===== src/rtl/ahblite_pkg.sv =====
// Shared AHB-Lite types for the multi-layer interconnect: transfer types,
// response codes and the master-port state encoding.
package ahblite_pkg;

  typedef enum logic [1:0] {
    HTRANS_IDLE   = 2'd0,
    HTRANS_BUSY   = 2'd1,
    HTRANS_NONSEQ = 2'd2,
    HTRANS_SEQ    = 2'd3
  } htrans_t;

  localparam logic HRESP_OKAY  = 1'b0;
  localparam logic HRESP_ERROR = 1'b1;

  // ADDR is kept in the encoding for compatibility but is never entered.
  typedef enum logic [2:0] {
    MP_IDLE = 3'd0,
    MP_PEND = 3'd1,
    MP_ADDR = 3'd2,
    MP_DATA = 3'd3,
    MP_ERR1 = 3'd4,
    MP_ERR2 = 3'd5
  } mp_state_t;

  // True when the transfer type carries a real access (NONSEQ or SEQ).
  function automatic logic htrans_active(input logic [1:0] htrans);
    return htrans[1];
  endfunction

endpackage


===== src/rtl/ahblite_ic_master_port_if.sv =====
// Master-facing AHB-Lite bus of one interconnect master port.
interface ahblite_ic_master_port_if #(
  parameter int HADDR_WIDTH = 32,
  parameter int HDATA_WIDTH = 32
);
  import ahblite_pkg::*;

  // Handshake: an address phase is taken on a rising HCLK edge where
  // mst_HREADY_o is high and mst_HTRANS_i is NONSEQ/SEQ (valid); mst_HREADY_o
  // doubles as the ready of the current data phase, and the master must hold
  // its address-phase and HWDATA signals stable while mst_HREADY_o is low.
  logic [1:0]             mst_HTRANS_i;
  logic [2:0]             mst_HBURST_i;
  logic [2:0]             mst_HSIZE_i;
  logic                   mst_HWRITE_i;
  logic [HADDR_WIDTH-1:0] mst_HADDR_i;
  logic                   mst_HMASTLOCK_i;
  logic [6:0]             mst_HPROT_i;
  logic                   mst_HNONSEC_i;
  logic                   mst_HEXCL_i;
  logic [3:0]             mst_HMASTER_i;
  logic [HDATA_WIDTH-1:0] mst_HWDATA_i;
  logic [HDATA_WIDTH-1:0] mst_HRDATA_o;
  logic                   mst_HREADY_o;
  logic                   mst_HRESP_o;
  logic                   mst_HEXOKAY_o;

  modport master (
    output mst_HTRANS_i, mst_HBURST_i, mst_HSIZE_i, mst_HWRITE_i, mst_HADDR_i,
           mst_HMASTLOCK_i, mst_HPROT_i, mst_HNONSEC_i, mst_HEXCL_i,
           mst_HMASTER_i, mst_HWDATA_i,
    input  mst_HRDATA_o, mst_HREADY_o, mst_HRESP_o, mst_HEXOKAY_o
  );

  modport slave (
    input  mst_HTRANS_i, mst_HBURST_i, mst_HSIZE_i, mst_HWRITE_i, mst_HADDR_i,
           mst_HMASTLOCK_i, mst_HPROT_i, mst_HNONSEC_i, mst_HEXCL_i,
           mst_HMASTER_i, mst_HWDATA_i,
    output mst_HRDATA_o, mst_HREADY_o, mst_HRESP_o, mst_HEXOKAY_o
  );

endinterface


===== src/rtl/ahblite_addr_decoder.sv =====
// Base/mask address decoder: one-hot select of the lowest-index matching
// window, or miss when no window matches.
module ahblite_addr_decoder
  import ahblite_pkg::*;
#(
  parameter int SLAVE       = 4,
  parameter int HADDR_WIDTH = 32
) (
  input  logic [HADDR_WIDTH-1:0]            addr_i,
  input  logic [SLAVE-1:0][HADDR_WIDTH-1:0] base_i,
  input  logic [SLAVE-1:0][HADDR_WIDTH-1:0] mask_i,
  output logic [SLAVE-1:0]                  sel_o,
  output logic                              miss_o
);

  logic [SLAVE-1:0] hit;

  // A zero mask makes the window match every address.
  always_comb begin
    hit = '0;
    for (int i = 0; i < SLAVE; i++) begin
      hit[i] = (((addr_i ^ base_i[i]) & mask_i[i]) == '0);
    end
  end

  always_comb begin
    sel_o  = '0;
    miss_o = 1'b1;
    for (int i = 0; i < SLAVE; i++) begin
      if (miss_o && hit[i]) begin
        sel_o[i] = 1'b1;
        miss_o   = 1'b0;
      end
    end
  end

endmodule


===== src/rtl/ahblite_ic_master_port.sv =====
// Master-side port of the AHB-Lite multi-layer interconnect: decodes, latches
// and forwards each transfer to one slaveport, with a built-in ERROR default slave.
module ahblite_ic_master_port
  import ahblite_pkg::*;
#(
  parameter int SLAVE       = 4,
  parameter int HADDR_WIDTH = 32,
  parameter int HDATA_WIDTH = 32
) (
  input  logic                              HCLK,
  input  logic                              HRESETn,
  ahblite_ic_master_port_if.slave           mst,

  output logic [1:0]                        slv_HTRANS_o,
  output logic [2:0]                        slv_HBURST_o,
  output logic [2:0]                        slv_HSIZE_o,
  output logic                              slv_HWRITE_o,
  output logic [HADDR_WIDTH-1:0]            slv_HADDR_o,
  output logic                              slv_HMASTLOCK_o,
  output logic [6:0]                        slv_HPROT_o,
  output logic                              slv_HNONSEC_o,
  output logic                              slv_HEXCL_o,
  output logic [3:0]                        slv_HMASTER_o,
  output logic [HDATA_WIDTH-1:0]            slv_HWDATA_o,

  output logic [SLAVE-1:0]                  slv_req_o,
  input  logic [SLAVE-1:0]                  slv_gnt_i,
  input  logic [SLAVE-1:0][HDATA_WIDTH-1:0] slv_HRDATA_i,
  input  logic [SLAVE-1:0]                  slv_HREADYOUT_i,
  input  logic [SLAVE-1:0]                  slv_HRESP_i,
  input  logic [SLAVE-1:0]                  slv_HEXOKAY_i,
  input  logic [SLAVE-1:0][HADDR_WIDTH-1:0] slv_HADDR_base_i,
  input  logic [SLAVE-1:0][HADDR_WIDTH-1:0] slv_HADDR_mask_i,

  output logic [2:0]                        dbg_state_o
);

  localparam logic [2:0] ST_IDLE = MP_IDLE;
  localparam logic [2:0] ST_PEND = MP_PEND;
  localparam logic [2:0] ST_DATA = MP_DATA;
  localparam logic [2:0] ST_ERR1 = MP_ERR1;
  localparam logic [2:0] ST_ERR2 = MP_ERR2;

  logic [2:0]             state_q, state_d;
  logic [SLAVE-1:0]       sel_q;
  logic [1:0]             htrans_q;
  logic [2:0]             hburst_q;
  logic [2:0]             hsize_q;
  logic                   hwrite_q;
  logic [HADDR_WIDTH-1:0] haddr_q;
  logic                   hmastlock_q;
  logic [6:0]             hprot_q;
  logic                   hnonsec_q;
  logic                   hexcl_q;
  logic [3:0]             hmaster_q;

  logic [SLAVE-1:0]       dec_sel;
  logic                   dec_miss;
  logic                   accept;
  logic                   gnt_hit;
  logic                   s_ready;
  logic                   s_resp;
  logic                   s_exokay;
  logic [HDATA_WIDTH-1:0] s_rdata;

  ahblite_addr_decoder #(
    .SLAVE       (SLAVE),
    .HADDR_WIDTH (HADDR_WIDTH)
  ) u_decoder (
    .addr_i (mst.mst_HADDR_i),
    .base_i (slv_HADDR_base_i),
    .mask_i (slv_HADDR_mask_i),
    .sel_o  (dec_sel),
    .miss_o (dec_miss)
  );

  assign accept  = mst.mst_HREADY_o && htrans_active(mst.mst_HTRANS_i);
  assign gnt_hit = |(slv_gnt_i & sel_q);

  // Response of the selected slaveport; sel_q is one-hot whenever it is used.
  always_comb begin
    s_ready  = 1'b1;
    s_resp   = HRESP_OKAY;
    s_exokay = 1'b0;
    s_rdata  = '0;
    for (int i = 0; i < SLAVE; i++) begin
      if (sel_q[i]) begin
        s_ready  = slv_HREADYOUT_i[i];
        s_resp   = slv_HRESP_i[i];
        s_exokay = slv_HEXOKAY_i[i];
        s_rdata  = slv_HRDATA_i[i];
      end
    end
  end

  always_comb begin
    state_d = state_q;
    case (state_q)
      ST_IDLE: if (accept) state_d = dec_miss ? ST_ERR1 : ST_PEND;
      ST_PEND: if (gnt_hit) state_d = ST_DATA;
      ST_DATA: begin
        if (s_ready) begin
          if (accept) state_d = dec_miss ? ST_ERR1 : ST_PEND;
          else        state_d = ST_IDLE;
        end
      end
      ST_ERR1: state_d = ST_ERR2;
      ST_ERR2: begin
        if (accept) state_d = dec_miss ? ST_ERR1 : ST_PEND;
        else        state_d = ST_IDLE;
      end
      default: state_d = ST_IDLE;
    endcase
  end

  always_ff @(posedge HCLK or negedge HRESETn) begin
    if (!HRESETn) begin
      state_q     <= ST_IDLE;
      sel_q       <= '0;
      htrans_q    <= HTRANS_IDLE;
      hburst_q    <= '0;
      hsize_q     <= '0;
      hwrite_q    <= 1'b0;
      haddr_q     <= '0;
      hmastlock_q <= 1'b0;
      hprot_q     <= '0;
      hnonsec_q   <= 1'b0;
      hexcl_q     <= 1'b0;
      hmaster_q   <= '0;
    end else begin
      state_q <= state_d;
      if (accept) begin
        sel_q       <= dec_sel;
        htrans_q    <= mst.mst_HTRANS_i;
        hburst_q    <= mst.mst_HBURST_i;
        hsize_q     <= mst.mst_HSIZE_i;
        hwrite_q    <= mst.mst_HWRITE_i;
        haddr_q     <= mst.mst_HADDR_i;
        hmastlock_q <= mst.mst_HMASTLOCK_i;
        hprot_q     <= mst.mst_HPROT_i;
        hnonsec_q   <= mst.mst_HNONSEC_i;
        hexcl_q     <= mst.mst_HEXCL_i;
        hmaster_q   <= mst.mst_HMASTER_i;
      end
    end
  end

  // Master-side response: PEND and ERR1 stall the master, DATA follows the slave.
  always_comb begin
    mst.mst_HREADY_o  = 1'b1;
    mst.mst_HRESP_o   = HRESP_OKAY;
    mst.mst_HEXOKAY_o = 1'b0;
    mst.mst_HRDATA_o  = '0;
    case (state_q)
      ST_PEND: mst.mst_HREADY_o = 1'b0;
      ST_DATA: begin
        mst.mst_HREADY_o  = s_ready;
        mst.mst_HRESP_o   = s_resp;
        mst.mst_HEXOKAY_o = s_exokay;
        mst.mst_HRDATA_o  = s_rdata;
      end
      ST_ERR1: begin
        mst.mst_HREADY_o = 1'b0;
        mst.mst_HRESP_o  = HRESP_ERROR;
      end
      ST_ERR2: mst.mst_HRESP_o = HRESP_ERROR;
      default: ;
    endcase
  end

  // A locked sequence keeps its slaveport claimed through the data phase.
  assign slv_req_o = ((state_q == ST_PEND) || ((state_q == ST_DATA) && hmastlock_q))
                     ? sel_q : '0;

  assign slv_HTRANS_o    = (state_q == ST_PEND) ? htrans_q : HTRANS_IDLE;
  assign slv_HBURST_o    = hburst_q;
  assign slv_HSIZE_o     = hsize_q;
  assign slv_HWRITE_o    = hwrite_q;
  assign slv_HADDR_o     = haddr_q;
  assign slv_HMASTLOCK_o = hmastlock_q;
  assign slv_HPROT_o     = hprot_q;
  assign slv_HNONSEC_o   = hnonsec_q;
  assign slv_HEXCL_o     = hexcl_q;
  assign slv_HMASTER_o   = hmaster_q;
  assign slv_HWDATA_o    = mst.mst_HWDATA_i;

  assign dbg_state_o = state_q;

endmodule


===== src/flat_wrapper.sv =====
// flat-port wrapper written by rule: the top's interface ports become plain ports
module ahblite_ic_master_port_flat import ahblite_pkg::*;
#(
  parameter int SLAVE       = 4,
  parameter int HADDR_WIDTH = 32,
  parameter int HDATA_WIDTH = 32
)
  (HCLK, HRESETn, slv_HTRANS_o, slv_HBURST_o, slv_HSIZE_o, slv_HWRITE_o, slv_HADDR_o, slv_HMASTLOCK_o, slv_HPROT_o, slv_HNONSEC_o, slv_HEXCL_o, slv_HMASTER_o, slv_HWDATA_o, slv_req_o, slv_gnt_i, slv_HRDATA_i, slv_HREADYOUT_i, slv_HRESP_i, slv_HEXOKAY_i, slv_HADDR_base_i, slv_HADDR_mask_i, dbg_state_o, mst_mst_HTRANS_i, mst_mst_HBURST_i, mst_mst_HSIZE_i, mst_mst_HWRITE_i, mst_mst_HADDR_i, mst_mst_HMASTLOCK_i, mst_mst_HPROT_i, mst_mst_HNONSEC_i, mst_mst_HEXCL_i, mst_mst_HMASTER_i, mst_mst_HWDATA_i, mst_mst_HRDATA_o, mst_mst_HREADY_o, mst_mst_HRESP_o, mst_mst_HEXOKAY_o);
  ahblite_ic_master_port_if #(.HADDR_WIDTH(HADDR_WIDTH), .HDATA_WIDTH(HDATA_WIDTH)) mst_i ();
  input  logic HCLK;
  input  logic HRESETn;
  output logic [1:0] slv_HTRANS_o;
  output logic [2:0] slv_HBURST_o;
  output logic [2:0] slv_HSIZE_o;
  output logic slv_HWRITE_o;
  output logic [HADDR_WIDTH-1:0] slv_HADDR_o;
  output logic slv_HMASTLOCK_o;
  output logic [6:0] slv_HPROT_o;
  output logic slv_HNONSEC_o;
  output logic slv_HEXCL_o;
  output logic [3:0] slv_HMASTER_o;
  output logic [HDATA_WIDTH-1:0] slv_HWDATA_o;
  output logic [SLAVE-1:0] slv_req_o;
  input  logic [SLAVE-1:0] slv_gnt_i;
  input  logic [SLAVE-1:0][HDATA_WIDTH-1:0] slv_HRDATA_i;
  input  logic [SLAVE-1:0] slv_HREADYOUT_i;
  input  logic [SLAVE-1:0] slv_HRESP_i;
  input  logic [SLAVE-1:0] slv_HEXOKAY_i;
  input  logic [SLAVE-1:0][HADDR_WIDTH-1:0] slv_HADDR_base_i;
  input  logic [SLAVE-1:0][HADDR_WIDTH-1:0] slv_HADDR_mask_i;
  output logic [2:0] dbg_state_o;
  input wire logic [$bits(mst_i.mst_HTRANS_i)-1:0] mst_mst_HTRANS_i;
  input wire logic [$bits(mst_i.mst_HBURST_i)-1:0] mst_mst_HBURST_i;
  input wire logic [$bits(mst_i.mst_HSIZE_i)-1:0] mst_mst_HSIZE_i;
  input wire logic [$bits(mst_i.mst_HWRITE_i)-1:0] mst_mst_HWRITE_i;
  input wire logic [$bits(mst_i.mst_HADDR_i)-1:0] mst_mst_HADDR_i;
  input wire logic [$bits(mst_i.mst_HMASTLOCK_i)-1:0] mst_mst_HMASTLOCK_i;
  input wire logic [$bits(mst_i.mst_HPROT_i)-1:0] mst_mst_HPROT_i;
  input wire logic [$bits(mst_i.mst_HNONSEC_i)-1:0] mst_mst_HNONSEC_i;
  input wire logic [$bits(mst_i.mst_HEXCL_i)-1:0] mst_mst_HEXCL_i;
  input wire logic [$bits(mst_i.mst_HMASTER_i)-1:0] mst_mst_HMASTER_i;
  input wire logic [$bits(mst_i.mst_HWDATA_i)-1:0] mst_mst_HWDATA_i;
  output wire logic [$bits(mst_i.mst_HRDATA_o)-1:0] mst_mst_HRDATA_o;
  output wire logic [$bits(mst_i.mst_HREADY_o)-1:0] mst_mst_HREADY_o;
  output wire logic [$bits(mst_i.mst_HRESP_o)-1:0] mst_mst_HRESP_o;
  output wire logic [$bits(mst_i.mst_HEXOKAY_o)-1:0] mst_mst_HEXOKAY_o;
  assign mst_i.mst_HTRANS_i = mst_mst_HTRANS_i;
  assign mst_i.mst_HBURST_i = mst_mst_HBURST_i;
  assign mst_i.mst_HSIZE_i = mst_mst_HSIZE_i;
  assign mst_i.mst_HWRITE_i = mst_mst_HWRITE_i;
  assign mst_i.mst_HADDR_i = mst_mst_HADDR_i;
  assign mst_i.mst_HMASTLOCK_i = mst_mst_HMASTLOCK_i;
  assign mst_i.mst_HPROT_i = mst_mst_HPROT_i;
  assign mst_i.mst_HNONSEC_i = mst_mst_HNONSEC_i;
  assign mst_i.mst_HEXCL_i = mst_mst_HEXCL_i;
  assign mst_i.mst_HMASTER_i = mst_mst_HMASTER_i;
  assign mst_i.mst_HWDATA_i = mst_mst_HWDATA_i;
  assign mst_mst_HRDATA_o = mst_i.mst_HRDATA_o;
  assign mst_mst_HREADY_o = mst_i.mst_HREADY_o;
  assign mst_mst_HRESP_o = mst_i.mst_HRESP_o;
  assign mst_mst_HEXOKAY_o = mst_i.mst_HEXOKAY_o;
  ahblite_ic_master_port #(.SLAVE(SLAVE), .HADDR_WIDTH(HADDR_WIDTH), .HDATA_WIDTH(HDATA_WIDTH)) u_core (.HCLK(HCLK), .HRESETn(HRESETn), .mst(mst_i), .slv_HTRANS_o(slv_HTRANS_o), .slv_HBURST_o(slv_HBURST_o), .slv_HSIZE_o(slv_HSIZE_o), .slv_HWRITE_o(slv_HWRITE_o), .slv_HADDR_o(slv_HADDR_o), .slv_HMASTLOCK_o(slv_HMASTLOCK_o), .slv_HPROT_o(slv_HPROT_o), .slv_HNONSEC_o(slv_HNONSEC_o), .slv_HEXCL_o(slv_HEXCL_o), .slv_HMASTER_o(slv_HMASTER_o), .slv_HWDATA_o(slv_HWDATA_o), .slv_req_o(slv_req_o), .slv_gnt_i(slv_gnt_i), .slv_HRDATA_i(slv_HRDATA_i), .slv_HREADYOUT_i(slv_HREADYOUT_i), .slv_HRESP_i(slv_HRESP_i), .slv_HEXOKAY_i(slv_HEXOKAY_i), .slv_HADDR_base_i(slv_HADDR_base_i), .slv_HADDR_mask_i(slv_HADDR_mask_i), .dbg_state_o(dbg_state_o));
endmodule

===== config.mk =====
export PLATFORM = sky130hd
export DESIGN_NAME = ahblite_ic_master_port_flat
export DESIGN_NICKNAME = d
export VERILOG_FILES = /design/src/rtl/ahblite_pkg.sv /design/src/rtl/ahblite_ic_master_port_if.sv /design/src/rtl/ahblite_addr_decoder.sv /design/src/rtl/ahblite_ic_master_port.sv /design/src/flat_wrapper.sv
export SDC_FILE = /design/constraint.sdc
export NUM_CORES = 1
export LEC_CHECK = 0
export BUFFER_PORTS_ARGS = -buffer_cell sky130_fd_sc_hd__buf_2
export CAP_MARGIN = 20
export CORE_AREA = 5 5 238 240
export CTS_BUF_LIST = sky130_fd_sc_hd__clkbuf_4 sky130_fd_sc_hd__clkbuf_8 sky130_fd_sc_hd__clkbuf_16
export DETAILED_ROUTE_END_ITERATION = 7
export DIE_AREA = 0 0 243 245
export SLEW_MARGIN = 20
export SYNTH_ARGS = -nofsm -noshare
export SYNTH_HDL_FRONTEND = slang
export SYNTH_SLANG_ARGS = --single-unit

===== constraint.sdc =====
create_clock -name HCLK -period 5.7 [get_ports HCLK]
set_input_delay 1.14 -clock HCLK [delete_from_list [all_inputs] [get_ports HCLK]]
set_output_delay 1.14 -clock HCLK [all_outputs]
set_load 0.05 [all_outputs]

# Yosys cells after proc, flatten, opt, wreduce, memory -nomap -nowiden
# Cells that the tools add are included.
[op_classes]
n_eq_ne = 7
reduce_logical = 15
bitwise_logic = 9
n_mux = 36
[ops]
columns = ["cell", "count"]
rows = [
  ["$mux W32", 5],
  ["$and A32 B32 Y32", 4],
  ["$logic_not A32 Y1", 4],
  ["$xor A32 B32 Y32", 4],
  ["$mux W1", 21],
  ["$mux W3", 5],
  ["$pmux W3 S5", 1],
  ["$eq A3 B3 Y1 const B", 2],
  ["$ne A2 B1 Y1 const B", 3],
  ["$logic_and A1 B1 Y1", 5],
  ["$and A4 B4 Y4", 1],
  ["$mux W4", 1],
  ["$pmux W1 S2", 2],
  ["$reduce_or A2 Y1", 2],
  ["$reduce_or A4 Y1", 1],
  ["$eq A3 B1 Y1 const B", 1],
  ["$eq A3 B2 Y1 const B", 1],
  ["$logic_not A3 Y1", 1],
  ["$reduce_and A3 Y1", 1],
  ["$mux W2", 1],
  ["$logic_or A1 B1 Y1", 1],
]
[word_totals]
input_bits = 489
elab_cells = 79
output_inout_bits = 129
reg_bits = 62

# Depth between registers and ports, before layout
# Gate-level depths: netlist (run 1).
[depth]
word_depth = 14
depth_mapped = 10
depth_no_buf = 7

# Hierarchy
# From an unflattened synthesis (run 1), not the netlist that was laid out.
[unflattened]
hier_cells = 583
hier_area_um2 = 5502.8
[modules_own_cells]
columns = ["mod", "seq_area_each_um2", "area_per_inst_um2", "cells_each", "instances"]
rows = [
  ["ahblite_ic_master_port", 1551.5, 3717.3, 367, 1],
  ["ahblite_addr_decoder", 0.0, 1785.5, 216, 1],
]

# Least setup slack after synthesis (run 1)
# Ideal clock, no wire load.
[synth_timing]
path_type = "in2out"
from = "in slv_HRESP_i[1]"
to = "out mst_mst_HRESP_o"
cell_stages = 6
slack_ns = 1.985
t_arrival_ns = 2.575
path_buffers = 0
required_ns = 4.560
cell_sequence = "a22oi_1 > nor2_1 > a21oi_1 > nor2_1 > a21oi_1 > o21ai_0"
[synth_via]
elab_chain_len = 4
[synth_rtl]
columns = ["item", "line", "source"]
rows = [
  ["start, declared", "flat_wrapper.sv:27", "input logic [SLAVE-1:0] slv_HRESP_i;"],
  ["$mux W1 (3 in series)", "ahblite_ic_master_port.sv:87", "if (sel_q[i]) begin"],
  ["$pmux W1 S2", "ahblite_ic_master_port.sv:154", "case (state_q)"],
  ["end, declared", "flat_wrapper.sv:45", "output wire logic [$bits(mst_i.mst_HRESP_o)-1:0] mst_mst_HRESP_o;"],
]
# Every way passes these cells.

# Final worst setup path (run 1)
[layout_timing]
from = "reg u_core.state_q[1], in the netlist u_core.dbg_state_o[1]"
to = "out mst_mst_HREADY_o"
[layout_via]
elab_chain_len = 3
word_cells_on_any_way = 5
classes_between = "3 x eq/ne; 1 x mux; 1 x reduce/logical"
[layout_rtl]
columns = ["item", "line", "source"]
rows = [
  ["start, declared", "ahblite_ic_master_port.sv:44", "logic [2:0] state_q, state_d;"],
  ["start signal, assigned", "ahblite_ic_master_port.sv:131", "state_q <= state_d;"],
  ["$eq A3 B3 Y1 or $eq A3 B1 Y1 (tied branches)", "ahblite_ic_master_port.sv:154", ""],
  ["$reduce_or A2 Y1 (no source line)", "--", ""],
  ["$pmux W1 S2 *", "ahblite_ic_master_port.sv:154", ""],
  ["end, declared", "flat_wrapper.sv:44", "output wire logic [$bits(mst_i.mst_HREADY_o)-1:0] mst_mst_HREADY_o;"],
]
# Mark *: on every way between the ends. The rest lies on a longest branch, timed or not.

==> key figures, run 1 <==
Outcome
  • Status: completed

Synthesis
  • Post-synth net total: 1173
  • Post-Syn Area: 6030 um2
  • Syn Inst Count: 684
  • Post-synthesis sequential area ratio: 25.7%
  • Post-synth cell types: 36
  • Flop and latch count out of synthesis: 62
  • Ys Warns: 0
  • Main area contributors after synthesis: dfrtp_1 (26%), xor2_1 (19%), a22oi_1 (12%)
  • Average cell area after synthesis: 8.82 um2
  • Cell taking the most area after synthesis: dfrtp_1
  • Synth top area share: 25.7%

Clock network
  • CTS tree: yes
  • Worst-path clk slew: 70 ps
  • # clock sinks: 62
  • Clock buffer depth: 2
  • Clock Latency Late Sink: 350 ps
  • Root buffer cell: clkbuf_16
  • CTS Buf Count: 9
  • H-tree Lvls: 3
  • Hold bufs inserted after CTS: 0
  • Cts repair resizes: 0
  • # Post-CTS Setup Buffers: 0

Global routing
  • Vias in the first global route: 7368
  • GR Util All Layers: 16.2%
  • Total gr overflow: 0
  • Pin count of the biggest net entering global routing: 63
  • First-pass GRT wire length: 65.1 mm
  • Initial antenna violation count: 59

Detailed routing
  • DR DRC count: 0
  • Initial DRC Count: 281
  • Detailed Route WL: 51.0 mm
  • DR vias: 7212
  • Routed wire per std cell: 27.1 um
  • Vias per inst: 3.83
  • Post-route antenna net violation count: 0
  • TritonRoute pass-1 iters: 4

Timing
  • Worst-Margin Slew: 964 ps
  • Setup TNS: 0 ps
  • Tcrit/Tclk final: 67.9%
  • Final setup fails: 0
  • Unrepaired setup endpoints after global routing: false
  • Count of pins over their slew limit: 0
  • Crit path time final: 3870 ps
  • Peak Freq: 258 MHz
  • Clock Skews: 8.60 ps
  • Fin. Hold Viols: 0
  • Worst relative slew slack: 35.7%
  • Hold WS: 463 ps

Cells and area
  • Final core utilization: 17.3%
  • Area grow syn2layout: 56.1%
  • # fillers: 6271
  • Ratio of cells with drive above 1 in the final layout: 55.1%
  • Multi-input logic area: 3810 um2
  • Final nets: 1644
  • Total area of sequential cells: 1550 um2
  • Final instance area: 9420 um2
  • Commonest non-fill, non-tap cell in the layout: buf_2
  • Most frequent cells in the layout: buf_2 (552), xor2_1 (128), nor2_1 (104)

Worst setup path
  • Setup Crit Path Kind: reg -> out
  • Crit end category: output pin
  • Setup crit start kind: flop
  • Crit path DAT: 2730 ps
  • Worst-path fanout max: 36
  • Crit path required time: 4560 ps

Floorplanning
  • Rows: 86
  • Die X: 243 um
  • Initial core utilization: 11.1%
  • Full die area: 59500 um2
  • DIE HEIGHT: 245 um
  • Core area: 54400 um2
  • I/O pins: 618

Power
  • VDD IR max: 0.000155 V
  • Pwr per Cell Area: 358 nW/um2
  • Leakage Power: 4.77 nW

Place
  • Final HPWL DP: 45.8 mm
  • Placement Cell Area: 9060 um2
  • Port buffer count: 553
  • GPL Wtd Cong: 0.852

Run
  • Max cap viols: 0

Worst hold path
  • HP Class: reg -> reg
## critical path: stages (launching register included)
cell and delay, ps:
dfrtp_1 630, nand3b_2 710, nor3b_1 480, a21oi_2 120
inv_1 90, nor2_1 70, buf_2 240
## area by class of cell
type                    count  area share [%]
diodes                     19           0.505
clock buffers               9            2.39
clock inverters             7           0.784
inverters                   4           0.159
multi-input cells         519            40.4
flip-flops and latches     62            16.5
well taps                 704            9.35
repair buffers            559            29.9
## sequential cells by signal (all words and copies together) (netlist names)
name                    cells
u_core.slv_HADDR_o         32
u_core.slv_HWRITE_o         1
u_core.slv_HBURST_o         3
u_core.htrans_q             2
u_core.slv_HMASTLOCK_o      1
u_core.slv_HNONSEC_o        1
u_core.slv_HPROT_o          7
u_core.slv_HMASTER_o        4
u_core.dbg_state_o          3
u_core.slv_HEXCL_o          1
u_core.sel_q                4
u_core.slv_HSIZE_o          3
## kinds of logic (layout without fill, tap and decap cells)
group	Yosys count	after routing	synth area share [%]
and+or+nand+nor	154	154	11.8
muxes	56	56	13.0
buffers and inverters	103	579	11.3
other	0	19	0
xor gates and xnor gates	128	128	18.6
AOI/OAI and AO/OA	181	181	19.5
DFF	62	62	25.7
## Yosys cell counts
| cell type | n |
|---|---|
| nand2b_1 | 3 |
| nor4_1 | 3 |
| a21oi_1 | 69 |
| nor2b_1 | 2 |
| o31a_1 | 1 |
| o21bai_1 | 1 |
| buf_4 | 47 |
| a22o_1 | 1 |
| o211ai_1 | 1 |
| mux2_4 | 41 |
| clkbuf_1 | 18 |
| nor2_1 | 104 |
| dfrtp_1 | 62 |
| a22oi_1 | 97 |
| o31ai_1 | 1 |
| a221oi_1 | 1 |
| buf_1 | 8 |
| nor3_1 | 1 |
| o2111ai_1 | 1 |
| nor3b_1 | 4 |
| nand3b_2 | 1 |
| o311ai_1 | 1 |
| inv_1 | 4 |
| nand3b_1 | 2 |
| a21oi_2 | 1 |
| nor4_4 | 1 |
| and2_1 | 4 |
| buf_2 | 12 |
| buf_6 | 14 |
| mux2i_1 | 1 |
| mux2_2 | 14 |
| nand2_1 | 11 |
| xor2_1 | 128 |
| o21ai_0 | 6 |
| nor4_2 | 2 |
| nand4_1 | 16 |
## through the flow
| step | worst slack (ps) | power, mW | std cells |
|---|---|---|---|
| 2_1_floorplan | 1990 | 2.19 | 684 |
| 3_3_place_gp | 1540 | 2.81 | 1848 |
| 3_5_place_dp | 1570 | 2.83 | 1848 |
| 4_1_cts | 1600 | 3.46 | 1864 |
| 5_1_grt | 1580 | 3.54 | 1872 |
| 6_report | 1830 | 3.37 | 1883 |
## worst paths after layout
kind                                             from                     to  slack [ps]  depth (start not counted)
worst max-delay path            u_core.dbg_state_o[1]       mst_mst_HREADY_o        1830                          6
worst min-delay path               u_core.htrans_q[1]     u_core.htrans_q[1]         460                          1
worst max register to register  u_core.dbg_state_o[1]    u_core.slv_HWRITE_o        2380                          6
worst min register to register     u_core.htrans_q[1]     u_core.htrans_q[1]         460                          1
max in group asynchronous                     HRESETn        u_core.sel_q[2]        4060                          1
min in group asynchronous                     HRESETn  u_core.slv_HPROT_o[4]         930                          1
## routing by layer
metal | share of wire [%] | up-vias | wire length, um | global-route usage, %
li1 | - | 3338 | - | -
met1 | 32 | 3200 | 16500 | 15.0
met2 | 52 | 504 | 26300 | 30.3
met3 | 11 | 124 | 5360 | 7.60
met4 | 4.9 | 46 | 2520 | 7.41
met5 | 0.63 | - | 323 | 0.0817
## where the power goes
| part | switching, mW | leakage (nW) | internal (mW) |
|---|---|---|---|
| sequential | 0.136 | 0.729 | 0.647 |
| combinational | 1.34 | 3.89 | 0.653 |
| clock | 0.258 | 0.146 | 0.341 |
No activity file was read; power rests on OpenSTA's default activity.
==> run 2: changes to the inputs <==
--- a/config.mk
+++ b/config.mk
@@ -5,12 +5,13 @@
 export SDC_FILE = /design/constraint.sdc
 export NUM_CORES = 1
 export LEC_CHECK = 0
+export ABC_AREA = 1
 export BUFFER_PORTS_ARGS = -buffer_cell sky130_fd_sc_hd__buf_2
 export CAP_MARGIN = 20
-export CORE_AREA = 5 5 238 240
+export CORE_AREA = 5 5 235 237
 export CTS_BUF_LIST = sky130_fd_sc_hd__clkbuf_4 sky130_fd_sc_hd__clkbuf_8 sky130_fd_sc_hd__clkbuf_16
 export DETAILED_ROUTE_END_ITERATION = 7
-export DIE_AREA = 0 0 243 245
+export DIE_AREA = 0 0 240 242
 export SLEW_MARGIN = 20
 export SYNTH_ARGS = -nofsm -noshare
 export SYNTH_HDL_FRONTEND = slang
==> constraint.sdc (replaced) <==
create_clock -name HCLK -period 3.6 [get_ports HCLK]
set_input_delay 0.72 -clock HCLK [delete_from_list [all_inputs] [get_ports HCLK]]
set_output_delay 0.72 -clock HCLK [all_outputs]
set_load 0.05 [all_outputs]
==> key figures, run 2 <==
Outcome
  • Status: completed

Global routing
  • M1 GR Usage: 13.3% (-1.6 points)
  • First-pass GRT wire length: 53.5 mm (-18%)
  • Top Usage Layer GRT: met2
  • Vias in the first global route: 8597 (+17%)
  • Pin count of the biggest net entering global routing: 69 (+9.5%)
  • Met2 usage: 23.1% (-7.2 points)
  • Total gr overflow: 0 (unchanged)
  • Initial antenna violation count: 4 (-93%)
  • GR met3 Demand/Resource: 3.81% (-3.8 points)
  • GR Util All Layers: 12.6% (-3.7 points)

Synthesis
  • Flop and latch count out of synthesis: 62 (unchanged)
  • Number of synthesized flops with an enable pin: 0 (unchanged)
  • Count leader, synth: nand2_1
  • Cell taking the most area after synthesis: nand2_1
  • Ys Warns: 0 (unchanged)
  • Synth top area share: 24.3% (-1.4 points)
  • Post-synthesis sequential area ratio: 24.1% (-1.6 points)
  • Post-Syn Area: 6430 um2 (+6.6%)
  • Top FF cell, synth: dfrtp_1
  • Post-synth net total: 1596 (+36%)
  • Synth async-reset ratio: 100% (unchanged)
  • Most frequent cells after synthesis: nand2_1 (417), nand3_1 (128), inv_1 (108), o21ai_0 (84), dfrtp_1 (62)
  • Syn Inst Count: 1107 (+62%)
  • Post-synth cell types: 30 (-17%)
  • Average cell area after synthesis: 5.81 um2 (-34%)
  • Main area contributors after synthesis: nand2_1 (24%), dfrtp_1 (24%), nand3_1 (10%)

Clock network
  • Root buffer cell: clkbuf_16
  • Cts repair resizes: 0 (unchanged)
  • CTS tree: yes
  • CTS Buf Count: 9 (unchanged)
  • # clock sinks: 62 (unchanged)
  • # Post-CTS Setup Buffers: 0 (unchanged)
  • Clock buffer depth: 2 (unchanged)
  • H-tree Lvls: 3 (unchanged)
  • Hold bufs inserted after CTS: 0 (unchanged)
  • Worst-path clk slew: 70 ps (about the same)
  • Clock Latency Late Sink: 370 ps (+20 ps)

Place
  • Dpl cells: 2300 (+24%)
  • GPL Wtd Cong: 0.905 (+6.2%)
  • Final HPWL DP: 34.3 mm (-25%)
  • Port buffer count: 553 (unchanged)

Timing
  • Tcrit/Tclk final: 80.9%
  • Clock Skews: 8.26 ps (-0.334 ps)
  • Worst relative slew slack: 48.6% (+13 points)
  • Worst-Margin Slew: 762 ps (-201 ps)
  • Count of pins over their slew limit: 0 (unchanged)
  • Setup TNS: 0 ps (unchanged)
  • Unrepaired setup endpoints after global routing: false
  • Crit path time final: 2910 ps
  • Fin. Hold Viols: 0 (unchanged)
  • Final setup fails: 0 (unchanged)
  • Peak Freq: 343 MHz

Worst setup path
  • Worst-path fanout max: 23 (-36%)
  • Delay-heaviest family, CP: buffers and inverters
  • Crit end category: output pin
  • Crit path required time: 2880 ps (-1680 ps)
  • Worst path max stage delay: 420 ps (-290 ps)
  • R2r worst-path depth: 8 (+2)
  • Bufs and invs on worst path: 3 (+1)
  • Setup Crit Path Kind: reg -> out
  • Setup crit start kind: flop
  • CP cell instances: nand2_1, clkinv_1, buf_4, a22oi_1, nand2_1, o21ai_0, a21oi_1, buf_2
  • Critical Path Most Common Cell: nand2_1
  • Crit path DAT: 2190 ps (-540 ps)
  • Slowest cell on crit path: dfrtp_1
  • Crit path depth: 8 (+2)

Worst hold path
  • HP Class: in -> async

Detailed routing
  • DR vias: 8893 (+23%)
  • Detailed Route WL: 39.1 mm (-23%)
  • Initial DRC Count: 319 (+14%)
  • DR DRC count: 0 (unchanged)
  • Routed wire per std cell: 16.9 um (-38%)
  • Vias per inst: 3.84 (+0.25%)
  • TritonRoute pass-1 iters: 5 (+1)
  • Post-route antenna net violation count: 0 (unchanged)

Power
  • Flop pwr share: 21.9% (-1.3 points)
  • Sw frac: 56.0% (+4.7 points)
  • Comb power frac: 60.6% (+1.6 points)
  • Leakage Power: 5.83 nW (+22%)
  • VDD IR max: 0.000229 V (+48%)
  • Internal: 2.47 mW (+50%)
  • Clk pwr share: 17.5% (-0.3 points)
  • NetSw: 3.14 mW (+82%)
  • Pwr per Cell Area: 558 nW/um2 (+56%)

Floorplanning
  • Die X: 240 um (-1.2%)
  • Initial core utilization: 12.1% (+1.0 points)
  • Core area: 53100 um2 (-2.5%)
  • Rows: 85 (-1.2%)
  • DIE HEIGHT: 242 um (-1.2%)
  • I/O pins: 618 (unchanged)
  • Full die area: 58100 um2 (-2.4%)

Cells and area
  • Largest register FFs: 32 (unchanged)
  • Most frequent cells in the layout: buf_2 (552), nand2_1 (417), nand3_1 (128)
  • Commonest non-fill, non-tap cell in the layout: buf_2
  • Antenna Cells: 0 (-19)
  • Cell Count, Final, Fillers Out: 2316 (+23%)
  • # fillers: 6123 (-2.4%)
  • Area grow syn2layout: 56.3%
  • Ratio of cells with drive above 1 in the final layout: 41.9% (-13 points)
  • Final nets: 2104 (+28%)

Run
  • Max cap viols: 0 (unchanged)
## run 2: power groups by stage
| stage | Combinational, mW | Clock [mW] | Sequential [mW] |
|---|---|---|---|
| finish | 3.40 | 0.981 | 1.23 |
| global route | 3.69 | 1.08 | 1.27 |
| CTS | 3.47 | 1.06 | 1.23 |
| detailed placement | 3.47 | 0 | 1.24 |
| global placement | 3.46 | 0 | 1.23 |
| floorplan | 1.37 | 0 | 2.28 |
## run 2: cells by family (layout without fill, tap and decap cells)
group,count (synthesis),count (layout),synth area share (%)
AND/OR/NAND/NOR,667,667,44.5
buffers and inverters,189,702,13.9
AO/OA/AOI/OAI,188,188,17.3
flip-flops,62,62,24.1
XOR/XNOR,1,1,0.136
## run 2: layout make-up
cell class,instances,area [um2],area share [%]
Clock buffer,9,225,2.24
Clock inverter,7,80.1,0.796
Inverter,121,454,4.52
Multi-Input combinational cell,856,3990,39.7
Sequential cell,62,1550,15.4
Tap cell,696,871,8.66
Timing Repair Buffer,565,2890,28.7
## run 2: routing by layer
layer,wire [um],part of all wire [%]
met2,19500,50
met4,1310,3.4
met5,0,0
met1,14600,37
met3,3710,9.5
## run 2: worst paths after layout
| check | from | to | slack (ps) |
|---|---|---|---|
| max reg2reg | u_core.sel_q[2] | u_core.sel_q[0] | 1270 |
| min in group HCLK | u_core.htrans_q[1] | u_core.htrans_q[1] | 460 |
| min reg2reg | u_core.htrans_q[1] | u_core.htrans_q[1] | 460 |
| max in group asynchronous | HRESETn | u_core.slv_HPROT_o[4] | 2650 |
| min | HRESETn | u_core.slv_HPROT_o[1] | 290 |
| max | u_core.sel_q[0] | mst_mst_HRDATA_o[21] | 690 |
## run 2: through the flow
stage          hold WS, ps  setup slack, ps  utilization, %  area [um2]  power (mW)
2_1_floorplan          422              664               -        6430        3.65
3_3_place_gp           435              706            18.4        9740        4.69
3_5_place_dp           447              819            18.4        9750        4.71
4_1_cts                262              587            18.9       10100        5.77
5_1_grt                295              476            18.9       10100        6.04
6_report               291              687            18.9       10100        5.61
==> run 3: changes to the inputs <==
==> constraint.sdc (replaced) <==
create_clock -name HCLK -period 2.76 [get_ports HCLK]
set_input_delay 0.552 -clock HCLK [delete_from_list [all_inputs] [get_ports HCLK]]
set_output_delay 0.552 -clock HCLK [all_outputs]
set_load 0.05 [all_outputs]
==> key figures, run 3 (same netlist as run 2, synthesis figures left out) <==
Timing
  • Setup TNS: 0 ps (unchanged)
  • Peak Freq: 383 MHz
  • Tcrit/Tclk final: 94.6%
  • Fin. Hold Viols: 0 (unchanged)
  • Unrepaired setup endpoints after global routing: false
  • Worst relative slew slack: 55.9% (+7.3 points)
  • Hold WS: 165 ps (-126 ps)
  • Final worst slack: 148 ps (-539 ps)
  • Count of pins over their slew limit: 0 (unchanged)
  • Clock Skews: 12.9 ps (+4.66 ps)
  • Worst-Margin Slew: 661 ps (-102 ps)
  • Final setup fails: 0 (unchanged)
  • Crit path time final: 2610 ps

Worst hold path
  • HP Class: in -> async

Clock network
  • Clock Latency Late Sink: 370 ps (about the same)
  • CTS tree: yes
  • H-tree Lvls: 3 (unchanged)
  • Root buffer cell: clkbuf_16
  • # clock sinks: 62 (unchanged)
  • CTS Buf Count: 9 (unchanged)
  • Worst-path clk slew: 70 ps (about the same)
  • # Post-CTS Setup Buffers: 0 (unchanged)
  • Hold bufs inserted after CTS: 0 (unchanged)
  • Clock buffer depth: 2 (unchanged)

Place
  • Place WS: 248 ps (-571 ps)
  • Placement Cell Area: 9900 um2 (+1.5%)
  • GPL Wtd Cong: 0.900 (-0.54%)
  • Port buffer count: 553 (unchanged)
  • Final HPWL DP: 34.8 mm (+1.4%)
  • Dpl cells: 2303 (+0.13%)

Worst setup path
  • Setup crit start kind: flop
  • Critical R2R Launch: u_core.sel_q[3]
  • Crit path DAT: 2060 ps (-130 ps)
  • Worst-path fanout max: 35 (+52%)
  • CP cell instances: buf_4, a22oi_1, o21ai_0, o21ai_0, o22ai_1, buf_2
  • Bufs and invs on worst path: 2 (-1)
  • Worst path max stage delay: 380 ps (-40 ps)
  • R2R Path End: u_core.sel_q[0]
  • Crit path required time: 2210 ps (-670 ps)
  • R2r worst-path depth: 8 (unchanged)
  • Crit end category: output pin
  • Critical Path Most Common Cell: o21ai_0
  • Delay-heaviest family, CP: buffers and inverters
  • Setup Crit Path Kind: reg -> out
  • Slowest cell on crit path: buf_4
  • R2R Setup Slk: 620 ps (-650 ps)

Power
  • Pwr per Cell Area: 728 nW/um2 (+30%)
  • Power Total: 7.44 mW (+33%)
  • Leakage Power: 5.85 nW (+0.30%)
  • VDD IR max: 0.000317 V (+39%)

Floorplanning
  • DIE HEIGHT: 242 um (unchanged)
  • Rows: 85 (unchanged)
  • I/O pins: 618 (unchanged)
  • Core area: 53100 um2 (unchanged)
  • Initial core utilization: 12.1% (unchanged)
  • Full die area: 58100 um2 (unchanged)
  • Die X: 240 um (unchanged)

Global routing
  • Total gr overflow: 0 (unchanged)
  • GR Util All Layers: 12.7% (+0.10 points)
  • Vias in the first global route: 8418 (-2.1%)
  • Initial antenna violation count: 12 (+8)
  • First-pass GRT wire length: 53.3 mm (-0.25%)
  • Pin count of the biggest net entering global routing: 56 (-19%)

Cells and area
  • # fillers: 6181 (+0.95%)
  • Final nets: 2107 (+0.14%)
  • Area grow syn2layout: 59.0%
  • Total area of sequential cells: 1550 um2 (unchanged)
  • Ratio of cells with drive above 1 in the final layout: 43.8% (+2.0 points)
  • Commonest non-fill, non-tap cell in the layout: buf_2
  • Final instance area: 10200 um2 (+1.7%)
  • Most frequent cells in the layout: buf_2 (550), nand2_1 (417), nand3_1 (128)
  • Multi-input logic area: 4100 um2 (+2.8%)
  • Final core utilization: 19.3% (+0.32 points)
  • Largest register FFs: 32 (unchanged)
  • Cell Count, Final, Fillers Out: 2325 (+0.39%)

Detailed routing
  • TritonRoute pass-1 iters: 4 (-1)
  • Routed wire per std cell: 17.0 um (+0.92%)
  • Detailed Route WL: 39.6 mm (+1.3%)
  • Vias per inst: 3.83 (-0.33%)
  • Post-route antenna net violation count: 0 (unchanged)
  • DR vias: 8898 (+0.056%)
  • Initial DRC Count: 261 (-18%)
  • DR DRC count: 0 (unchanged)

Run
  • Max cap viols: 0 (unchanged)

Outcome
  • Status: completed
==> run 3: changes by cell type in the layout (fill, tap and decap cells not counted), sizes merged <==
cell,delta
clkbuf,+1
diode,+6
buf,+2
==> run 3: final cells by class <==
type,instances,area share [%]
clock buffers,9,2.20
well taps,696,8.52
inverters,121,4.44
repair buffers,568,28.6
diodes,6,0.147
multi-input cells,856,40.1
clock inverters,7,0.759
flip-flops and latches,62,15.2
==> run 3: worst max-delay path by stage <==
| stage | start | end | slack (ps) | depth (start not counted) |
|---|---|---|---|---|
| global route | u_core.sel_q[1] | mst_mst_HRESP_o | 6 | 6 |
| floorplan | u_core.dbg_state_o[0] | mst_mst_HEXOKAY_o | 230 | 6 |
| finish | u_core.sel_q[1] | mst_mst_HRESP_o | 150 | 6 |
| detailed placement | mst_mst_HADDR_i[25] | u_core.dbg_state_o[0] | 250 | 13 |
| global placement | mst_mst_HADDR_i[25] | u_core.dbg_state_o[0] | 210 | 13 |
| CTS | u_core.dbg_state_o[0] | mst_mst_HRDATA_o[15] | 30 | 8 |
==> run 3: timing repair <==
item	CTS	global route
resized for setup	0	2
endpoints found under the setup margin	0	27
endpoints found under the hold margin	0	0
==> run 3: metal layers <==
metal / track usage, % / wire [um] / up-vias
met5: 0 / 78 / -
met4: 4.41 / 928 / 10
met3: 5.62 / 4470 / 49
met2: 23.2 / 20100 / 457
met1: 12.7 / 14000 / 3840
li1: - / - / 4542
==> run 3: report_power, final <==
part	internal, mW	switching [mW]	leakage, nW	total, mW
combinational	1.22	3.36	4.93	4.58
sequential	1.33	0.273	0.766	1.60
clock	0.710	0.553	0.147	1.26
total	3.26	4.19	5.85	7.44
